<file path="src/rtl/serial_adder.sv">
// serial_adder: bit-serial N-bit adder, LSB first, one bit per clock,
// carry registered between bits; start/busy/done handshake.
// Ports:
//   clk, rst        clock, synchronous active-high reset
//   start           request, sampled only in IDLE
//   a, b            operands, captured on the accepting edge
//   sub             (SERIAL_SUB_EN only) subtract, captured with operands
//   busy            high in RUN and DONE
//   done            one-cycle pulse, result valid
//   sum             result, held until the next accepted start
//   c_out, ovf      unsigned carry out, two's-complement overflow
// Optional feature macro: SERIAL_SUB_EN (adds the sub port / a-b mode).
module serial_adder #(
  parameter int N  = 8,
  parameter int CW = 5
) (
  input  logic         clk,
  input  logic         rst,
  input  logic         start,
  input  logic [N-1:0] a,
  input  logic [N-1:0] b,
`ifdef SERIAL_SUB_EN
  input  logic         sub,
`endif
  output logic         busy,
  output logic         done,
  output logic [N-1:0] sum,
  output logic         c_out,
  output logic         ovf
);

  localparam logic [1:0] S_IDLE = 2'd0;
  localparam logic [1:0] S_RUN  = 2'd1;
  localparam logic [1:0] S_DONE = 2'd2;

  logic [1:0]    state_q, state_d;
  logic [N-1:0]  a_sr_q, a_sr_d;
  logic [N-1:0]  b_sr_q, b_sr_d;
  logic [N-1:0]  res_sr_q, res_sr_d;
  logic [N-1:0]  sum_q, sum_d;
  logic          carry_q, carry_d;
  logic          cmsb_q, cmsb_d;
  logic          c_out_q, c_out_d;
  logic          ovf_q, ovf_d;
  logic [CW-1:0] cnt_q, cnt_d;

  // The single full-adder cell shared by every bit position.
  logic fa_a, fa_b, fa_cin;
  logic fa_sum, fa_cout;

  assign fa_a    = a_sr_q[0];
  assign fa_b    = b_sr_q[0];
  assign fa_cin  = carry_q;
  assign fa_sum  = fa_a ^ fa_b ^ fa_cin;
  assign fa_cout = (fa_a & fa_b) | (fa_cin & (fa_a ^ fa_b));

  // Operand B and initial carry as loaded on accept; subtraction is
  // a + ~b + 1.
  logic [N-1:0] b_load;
  logic         c_load;

`ifdef SERIAL_SUB_EN
  assign b_load = sub ? ~b : b;
  assign c_load = sub;
`else
  assign b_load = b;
  assign c_load = 1'b0;
`endif

  always_comb begin
    state_d  = state_q;
    a_sr_d   = a_sr_q;
    b_sr_d   = b_sr_q;
    res_sr_d = res_sr_q;
    sum_d    = sum_q;
    carry_d  = carry_q;
    cmsb_d   = cmsb_q;
    c_out_d  = c_out_q;
    ovf_d    = ovf_q;
    cnt_d    = cnt_q;
    unique case (state_q)
      S_IDLE: begin
        if (start) begin
          a_sr_d  = a;
          b_sr_d  = b_load;
          carry_d = c_load;
          cnt_d   = '0;
          state_d = S_RUN;
        end
      end
      S_RUN: begin
        res_sr_d = {fa_sum, res_sr_q[N-1:1]};
        a_sr_d   = {1'b0, a_sr_q[N-1:1]};
        b_sr_d   = {1'b0, b_sr_q[N-1:1]};
        carry_d  = fa_cout;
        cnt_d    = cnt_q + CW'(1);
        // Carry out of bit N-2 is the carry into the MSB.
        if (cnt_q == CW'(N-2)) begin
          cmsb_d = fa_cout;
        end
        if (cnt_q == CW'(N-1)) begin
          sum_d   = {fa_sum, res_sr_q[N-1:1]};
          c_out_d = fa_cout;
          ovf_d   = cmsb_q ^ fa_cout;
          state_d = S_DONE;
        end
      end
      S_DONE: begin
        state_d = S_IDLE;
      end
      default: begin
        state_d = S_IDLE;
      end
    endcase
  end

  always_ff @(posedge clk) begin
    if (rst) begin
      state_q  <= S_IDLE;
      a_sr_q   <= '0;
      b_sr_q   <= '0;
      res_sr_q <= '0;
      sum_q    <= '0;
      carry_q  <= 1'b0;
      cmsb_q   <= 1'b0;
      c_out_q  <= 1'b0;
      ovf_q    <= 1'b0;
      cnt_q    <= '0;
    end else begin
      state_q  <= state_d;
      a_sr_q   <= a_sr_d;
      b_sr_q   <= b_sr_d;
      res_sr_q <= res_sr_d;
      sum_q    <= sum_d;
      carry_q  <= carry_d;
      cmsb_q   <= cmsb_d;
      c_out_q  <= c_out_d;
      ovf_q    <= ovf_d;
      cnt_q    <= cnt_d;
    end
  end

  assign busy  = (state_q != S_IDLE);
  assign done  = (state_q == S_DONE);
  assign sum   = sum_q;
  assign c_out = c_out_q;
  assign ovf   = ovf_q;

endmodule

</file>
<file path="config.mk">
export PLATFORM = sky130hd
export DESIGN_NAME = serial_adder
export DESIGN_NICKNAME = d
export VERILOG_FILES = /design/src/rtl/serial_adder.sv
export SDC_FILE = /design/constraint.sdc
export NUM_CORES = 1
export LEC_CHECK = 0
export BUFFER_PORTS_ARGS = -buffer_cell sky130_fd_sc_hd__buf_4
export CAP_MARGIN = 10
export CORE_ASPECT_RATIO = 0.7
export CORE_UTILIZATION = 40
export DETAILED_ROUTE_END_ITERATION = 16
export PLACE_DENSITY = 0.68
export SYNTH_ARGS = -nofsm -noshare
export SYNTH_HDL_FRONTEND = slang
export SYNTH_SLANG_ARGS = --single-unit
</file>
<file path="constraint.sdc">
create_clock -name clk -period 2.9 [get_ports clk]
set_input_delay 0.29 -clock clk [delete_from_list [all_inputs] [get_ports clk]]
set_output_delay 0.29 -clock clk [all_outputs]
set_load 0.01 [all_outputs]
</file>
* After elaboration in Yosys (flattened, before gate mapping)
Cells that the tools add are included.
** Operators by class
- Magnitude comparators :: 0
- Bitwise gates (word level) :: 6
- Equality and inequality tests :: 6
- Reductions and logical operators :: 7
- Div/mod/pow operators :: 0
- Multiplexer cells :: 11
- $mul :: 0
- $add $sub $neg :: 1
- Shift operators :: 0
** Operators by type and width (number)
- 8-bit one-hot mux with 2 select lines :: 2
- 8-bit 2-to-1 mux :: 2
- 5-bit by 3-bit equality test with 1-bit output, second input constant :: 2
- 5-bit one-hot mux with 2 select lines :: 1
- 2-bit AND reduction :: 4
- 5-bit by 1-bit adder with 5-bit output, second input constant :: 1
- 5-bit 2-to-1 mux :: 1
- 2-bit 2-to-1 mux :: 2
- 2-bit inequality test, second input constant :: 2
- 2-bit one-hot mux with 2 select lines :: 1
- 2-bit nonzero test :: 2
- 1-bit XOR :: 3
- 1-bit AND :: 2
- 2-bit by 1-bit equality test with 1-bit output, second input constant :: 1
- 2-bit equality test, second input constant :: 1
- 2-bit logical NOT :: 1
- 1-bit one-hot mux with 2 select lines :: 1
- 1-bit 2-to-1 mux :: 1
- 1-bit OR :: 1
** Storage, ports and cells
- ROM bits :: 0
- Word-level logic and storage cells :: 41
- Bits in writable memories :: 0
- Input bits :: 19
- Memories kept :: 0
- Register bits :: 43
- Bits in latches :: 0

* Logic depth before layout (Yosys ltp)
Gate-level depths: netlist (run 1).
- Depth in word-level cells :: 4
- Mapped depth :: 5
- Depth with buffers taken out :: 4

* Least setup slack after synthesis (run 1)
Ideal clock, no wire load.
- Kind :: register to register
- Start point :: register cnt_q[1]
- End point :: register sum_q[0], in the netlist sum[0]
- Arrival time :: 1.282 ns
- Path buffers :: 1
- Clock period less this slack :: 1.415 ns
- Stages on the path, launching flop included :: 6
- Setup time :: 0.133 ns
- Path slack :: 1.485 ns
- Cells stage by stage :: dfxtp_1 -> ha_1 -> or3b_1 -> buf_2 -> o21ai_0 -> a21oi_1
** On the way
- Word-level cells in the longest chain between the ends :: 2
** Ends and longest elaborated chain
- start: declaration :: RTL line 45 : logic [CW-1:0] cnt_q, cnt_d;
- start signal: assignment :: RTL line 139 : cnt_q <= cnt_d;
- 5-bit by 3-bit equality test with 1-bit output :: RTL line 101 : if (cnt_q == CW'(N-1)) begin
- 2-bit AND reduction (no source line)
- end signal: assignment :: RTL line 134 : sum_q <= sum_d;
- end: declaration :: RTL line 40 : logic [N-1:0] sum_q, sum_d;
No other way between the ends.
A chain may end at the register's enable or synchronous reset.

* Worst setup path after layout (run 1)
- Start point :: register cnt_q[1]
- End point :: register ovf_q, in the netlist ovf
** On the way
- Word-level cells in the longest chain between the ends :: 2
** Ends and longest elaborated chain
- 5-bit by 3-bit equality test with 1-bit output :: RTL line 101
- 2-bit AND reduction (no source line)
- end signal: assignment :: RTL line 138 : ovf_q <= ovf_d;
- end: declaration :: RTL line 44 : logic ovf_q, ovf_d;
No other way between the ends.

==> results of run 1 <==
per-layer routing:
| metal | track usage | vias up |
|---|---|---|
| met5 | 0 | - |
| met4 | 0.0508 | 0 |
| met3 | 0.0446 | 4 |
| met2 | 0.246 | 28 |
| met1 | 0.241 | 721 |
| li1 | - | 788 |
power by group through the flow:
stage          combinational (mW)  sequential, mW  clock [mW]
2_1_floorplan              0.0924           0.623           0
3_3_place_gp                0.125           0.627           0
3_5_place_dp                0.126           0.627           0
4_1_cts                     0.127           0.613       0.364
5_1_grt                     0.138           0.617       0.396
6_report                    0.125           0.614       0.351
metrics by stage:
step                power (mW)  utilization  hold slack [ns]
floorplan                0.716            -            0.437
global placement         0.752        0.475            0.448
detailed placement       0.753        0.475            0.452
CTS                       1.10        0.493            0.246
global route              1.15        0.493            0.269
finish                    1.09        0.493            0.243
logic make-up after synthesis:
family	Yosys count	share of synthesized area
AO/OA/AOI/OAI	66	0.248
XOR/XNOR	1	0.00468
adder cells (fa/ha/maj)	3	0.0241
buffers and inverters	22	0.0528
flip-flops	42	0.450
multiplexers	3	0.0167
AND/OR/NAND/NOR	75	0.204
registers in the layout, indices dropped and copies added, names as in the netlist:
name      count
cmsb_q        1
state_q       2
cnt_q         5
carry_q       1
c_out         1
res_sr_q      7
a_sr_q        8
b_sr_q        8
sum           8
ovf           1
worst register-to-register path, delay by kind of cell (launching register included):
kind	cells	cell delay (ns)
AOI/OAI and AO/OA	2	0.43
DFF	1	0.38
adders and majority gates	1	0.28
and+or+nand+nor	1	0.66
area by class of cell:
cell class | instances | area [um^2]
timing repair buffer | 32 | 240
sequential | 42 | 841
multi-input combinational | 148 | 931
inverter | 3 | 11.3
clock buffer | 5 | 68.8
fill | 443 | 2230
tap | 55 | 68.8
clock inverter | 2 | 10.0
worst paths after layout:
path                                   from     endpoint  slack [ns]
worst max-delay path               cnt_q[1]          ovf        1.08
worst min-delay path                   b[7]    b_sr_q[7]        0.24
worst min register to register  res_sr_q[1]  res_sr_q[1]        0.46
worst max register to register     cnt_q[1]          ovf        1.08
cells in the final DEF, fill, tap and decap left out, types with 3 or more instances in the layout:
cell type / n
nor2_1: 21
o221a_2: 14
a22oi_1: 3
nand2_1: 16
inv_1: 3
nand3_1: 11
o21ai_0: 6
dfxtp_1: 42
clkbuf_8: 5
buf_4: 32
a21oi_1: 33
o21ai_1: 3
nor2b_1: 15
==> results.txt, run 1 <==
Clock-pin slew on the worst setup and hold paths: 0.08 ns
Final antenna-violating net count: 0
DRT met1 WL: 2.01 mm
Worst setup path class: register to register
Skew-Pair Late Insertion Delay: 0.29 ns
Post-synth EDFFs: 0
Final Max Slew Viols: 0
Post-route setup slack: 1.08 ns
Die area: 4960 um^2
CTS sink cnt: 42
Net Sw Power: 0.267 mW
Hold path cells: 3
Initial DRC count: 86
Cell family with most CP delay: simple AND/OR/NAND/NOR gates
CP cell instances: ha_1 > nor3b_2 > a21oi_1 > a311oi_2
Share of cells above drive strength 1: 0.254
Post-DP HPWL: 2.53 mm
Post-Syn Nets: 234
Post-CTS resize count: 0
Post-synthesis async set-or-reset flop share: 0
P&R area growth vs syn: 16.1%
Final Hold Fails: 0
Startpoint types: register
Core Area: 4400 um^2
Top_reg_cell synth: dfxtp_1
R2r worst-path depth: 4
Comb power frac: 0.115
Clock skew: 0.00483 ns
Die Span X: 83.7 um
Cell Area, Placed: 2090 um^2
Drt first pass iters: 4
Sequential share of power: 0.563
Initial Util: 0.425
Worst Path Arrival: 2.03 ns
Avg Cell Area, Syn: 8.82 um^2
Pin count of the biggest net entering global routing: 39
Clk root buf: clkbuf_8
Crit-path max FO: 12
Top-area cell type share of the netlist area: 0.449
Per-cell routed wire length: 13.6 um
Placer Congestion: 0.771
# placed instances: 280
Outcome: completed
RSZ-0062 raised after global routing: false
Top-count cell post-synth: dfxtp_1
Min Clock Period, post-route: 1.82 ns
Setup TNS: 0 ns
Worst Tran Pin Value: 0.733 ns
Register area share after synthesis: 0.449
Slowest-stage cell, CP: nor3b_2
Total CTS buffers: 5
Final setup viols: 0
Congestion Overflow GR: 0
DP Worst Slack: 1.12 ns
Maximum clock frequency: 550 MHz
Final Cycle Share: 0.627
Routed met2 length: 1.70 mm
Area leader, netlist: dfxtp_1
CP Capture Type: register
Distinct cells, synth: 38
Final wirelength: 3.91 mm
Yosys reg bits: 42
Clock power share: 0.322
Initial antenna violation count: 0
Synthesized instance count: 212
Vias: 1541
Vias per Instance: 5.37
Global-route wire length before repair: 6.50 mm
Clock Path Buffers: 2
Max cap viols: 0
Levels on crit path: 4
Internal power: 0.823 mW
Post-CTS Setup Repair Bufs: 0
LEAKAGE: 0.872 nW
Max layer used: met4
Synthesis warning total: 0
# DRC: 0
Commonest cells in the netlist: dfxtp_1, a21oi_1, nor2_1
Pwr per Cell Area: 502 nW/um^2
Crit path required time: 3.11 ns
Number of non-filler instances in the completed layout: 287
Cell row count: 20
GRT Util Overall: 0.168
Crit-path max cell delay: 0.66 ns
Die height: 59.2 um
Max-slew headroom: 0.510
Top cells by area, synth: dfxtp_1, a21oi_1, o221a_2
WL met3: 166 um
Fin nets: 254
Worst path bufs/invs: 0
Synth Cell Area: 1870 um^2
Peak supply drop: 0.280 mV
I/O Pins: 31
CTS tree: built
Sw frac: 0.245
Design Area, Final: 2170 um^2
Vias in the first global route: 1364
# hold bufs at CTS: 0
I/O Buffers: 30
HP Class: input pin to register
Antenna cells: 0
H-tree Lvls: 2
(Power assumes the default switching activity.)
==> inputs of run 2 (changes only) <==
- ABC_AREA: default -> 1
- PLACE_DENSITY: 0.68 -> 0.7
- clock period: 2.9 -> 1.6 ns (I/O delays scaled with it)
==> results.txt, run 2 <==
Design Area, Final: 2350 um^2
Most common cell after layout, fill and taps aside: nand2_1
Final antenna-violating net count: 0
Worst setup path class: register to register
Worst Setup SP: cnt_q[1]
Vias per Instance: 4.81
Post-DP HPWL: 2.94 mm
Avg Cell Area, Syn: 6.65 um^2
Hold WS: 0.136 ns
Crit-path max FO: 9
R2r worst-path depth: 7
Area of the multi-input gates: 861 um^2
Final Max Slew Viols: 0
Skew-Pair Late Insertion Delay: 0.30 ns
Largest family of logic cells by synthesized area: simple AND/OR/NAND/NOR gates
Max-slew headroom: 0.739
Worst Path Arrival: 1.62 ns
Mux contribution to synthesized area: 0
Final setup viols: 0
Maximum clock frequency: 726 MHz
Fillers: 469
Die height: 60.4 um
Vias: 1828
Setup TNS: 0 ns
Number of non-filler instances in the completed layout: 380
Worst Tran Pin Value: 0.390 ns
Antenna cells: 0
Most frequent cells in the layout: nand2_1, inv_1, nor2_1, nand3_1, dfxtp_1
Met3 Use GR: 0.0422
Drt first pass iters: 4
Met1 usage: 0.245
Top cells by area, synth: dfxtp_1, nand2_1, nand3_1
Adder-cell area share of the yosys netlist: 0.0231
Post-CTS resize count: 0
Synth Cell Area: 1950 um^2
CTS sink cnt: 42
I/O Buffers: 30
Clock Path Buffers: 2
CTS tree: built
Top_reg_cell synth: dfxtp_1
Post-synth EDFFs: 0
Yosys reg bits: 42
Per-cell routed wire length: 11.1 um
Cell Area, Placed: 2240 um^2
Xor and xnor fraction of the mapped netlist area: 0.00450
Post-synthesis async set-or-reset flop share: 0
Complex-gate fraction of the synthesized area: 0.0610
Initial antenna violation count: 0
Area leader, netlist: dfxtp_1
Max cap viols: 0
Initial Util: 0.432
Final Hold Fails: 0
Final wirelength: 4.23 mm
Global-route wire length before repair: 7.31 mm
Initial DRC count: 109
Top-count cell post-synth: nand2_1
Peak supply drop: 0.453 mV
R2r endpoint: sum[7]
LEAKAGE: 1.15 nW
Distinct cells, synth: 21
Commonest cells in the netlist: nand2_1, inv_1, nor2_1
Startpoint types: register
Critical R2R Launch: cnt_q[1]
Synthesis warning total: 0
Top-area cell type share of the netlist area: 0.432
# hold bufs at CTS: 0
RSZ-0062 raised after global routing: false
Global Route met2 Usage: 0.282
Register area share after synthesis: 0.432
Outcome: completed
Clock-pin slew on the worst setup and hold paths: 0.08 ns
Core Area: 4500 um^2
Post-CTS Setup Repair Bufs: 0
Seq. cell area: 841 um^2
Placer Congestion: 0.830
Post-route setup slack: 0.222 ns
Final Cycle Share: 0.861
Post-Syn Nets: 315
Simple-Gate Fraction of Synth Area: 0.353
Clk root buf: clkbuf_8
I/O Pins: 31
Min Clock Period, post-route: 1.38 ns
Share of cells above drive strength 1: 0.151
GRT Util Overall: 0.184
Die Span X: 85.4 um
Pin count of the biggest net entering global routing: 31
Cell row count: 20
# placed instances: 372
Vias in the first global route: 1643
Total CTS buffers: 5
DP Worst Slack: 0.259 ns
CP Capture Type: register
H-tree Lvls: 2
P&R area growth vs syn: 20.6%
HP Class: input pin to register
Worst reg-to-reg setup slack: 0.22 ns
Die area: 5160 um^2
Pwr per Cell Area: 926 nW/um^2
# DRC: 0
Congestion Overflow GR: 0
Most Used Layer, Global Route: met2
Fin nets: 346
Synthesized instance count: 293
Worst setup endpoint: sum[7]
Crit path required time: 1.84 ns
Clock skew: 0.00772 ns
run 2: cell count changes in the layout (fill, tap and decap cells not counted), moves of 4 or more:
| cell | previous run | this run |
|---|---|---|
| nor2b_1 | 15 | 0 |
| buf_4 | 32 | 36 |
| a21oi_1 | 33 | 12 |
| nand3_1 | 11 | 44 |
| nand2_1 | 16 | 69 |
| o221a_2 | 14 | 0 |
| inv_1 | 3 | 48 |
| nor2_1 | 21 | 45 |
run 2: area by class of cell:
cell class | instances | area share
clock inverter | 3 | 0.0170
multi-input combinational | 190 | 0.366
clock buffer | 5 | 0.0293
inverter | 48 | 0.0767
timing repair buffer | 37 | 0.124
sequential | 42 | 0.358
tap | 55 | 0.0293
run 2: per-layer routing:
metal / up-vias / part of all wire
met4: 0 / 0.017
met1: 826 / 0.53
li1: 958 / -
met3: 6 / 0.047
met2: 38 / 0.40
met5: - / 0
run 2: stage by stage:
step	util	power, mW
6_report	0.522	2.18
5_1_grt	0.522	2.29
4_1_cts	0.522	2.20
3_5_place_dp	0.498	1.37
3_3_place_gp	0.498	1.36
2_1_floorplan	-	1.28
run 2: worst min path at each step:
| stage | start | end | slack [ns] | cells after the start |
|---|---|---|---|---|
| after floorplan | rst | cnt_q[1] | 0.23 | 1 |
| after global placement | a[7] | a_sr_q[7] | 0.42 | 3 |
| after detailed placement | a[7] | a_sr_q[7] | 0.45 | 3 |
| after CTS | a[7] | a_sr_q[7] | 0.13 | 3 |
| after global routing | a[7] | a_sr_q[7] | 0.14 | 3 |
| final | a[7] | a_sr_q[7] | 0.14 | 3 |
run 2: power by group:
part / switching, mW / internal [mW]
Sequential: 0.0239 / 1.09
Clock: 0.374 / 0.459
Combinational: 0.136 / 0.0957
run 2: cell families after synthesis:
logic type / Yosys count
AO/OA/AOI/OAI: 23
adder cells (fa/ha/maj): 3
XOR/XNOR: 1
buffers and inverters: 61
flip-flops: 42
AND/OR/NAND/NOR: 163
run 2: critical path: stages (launching register included):
cell and delay, ns:
dfxtp_1 0.39, ha_1 0.18, nand2_1 0.11, inv_1 0.17
nand3_2 0.22, nand2_1 0.11, inv_1 0.04, nor2_1 0.10
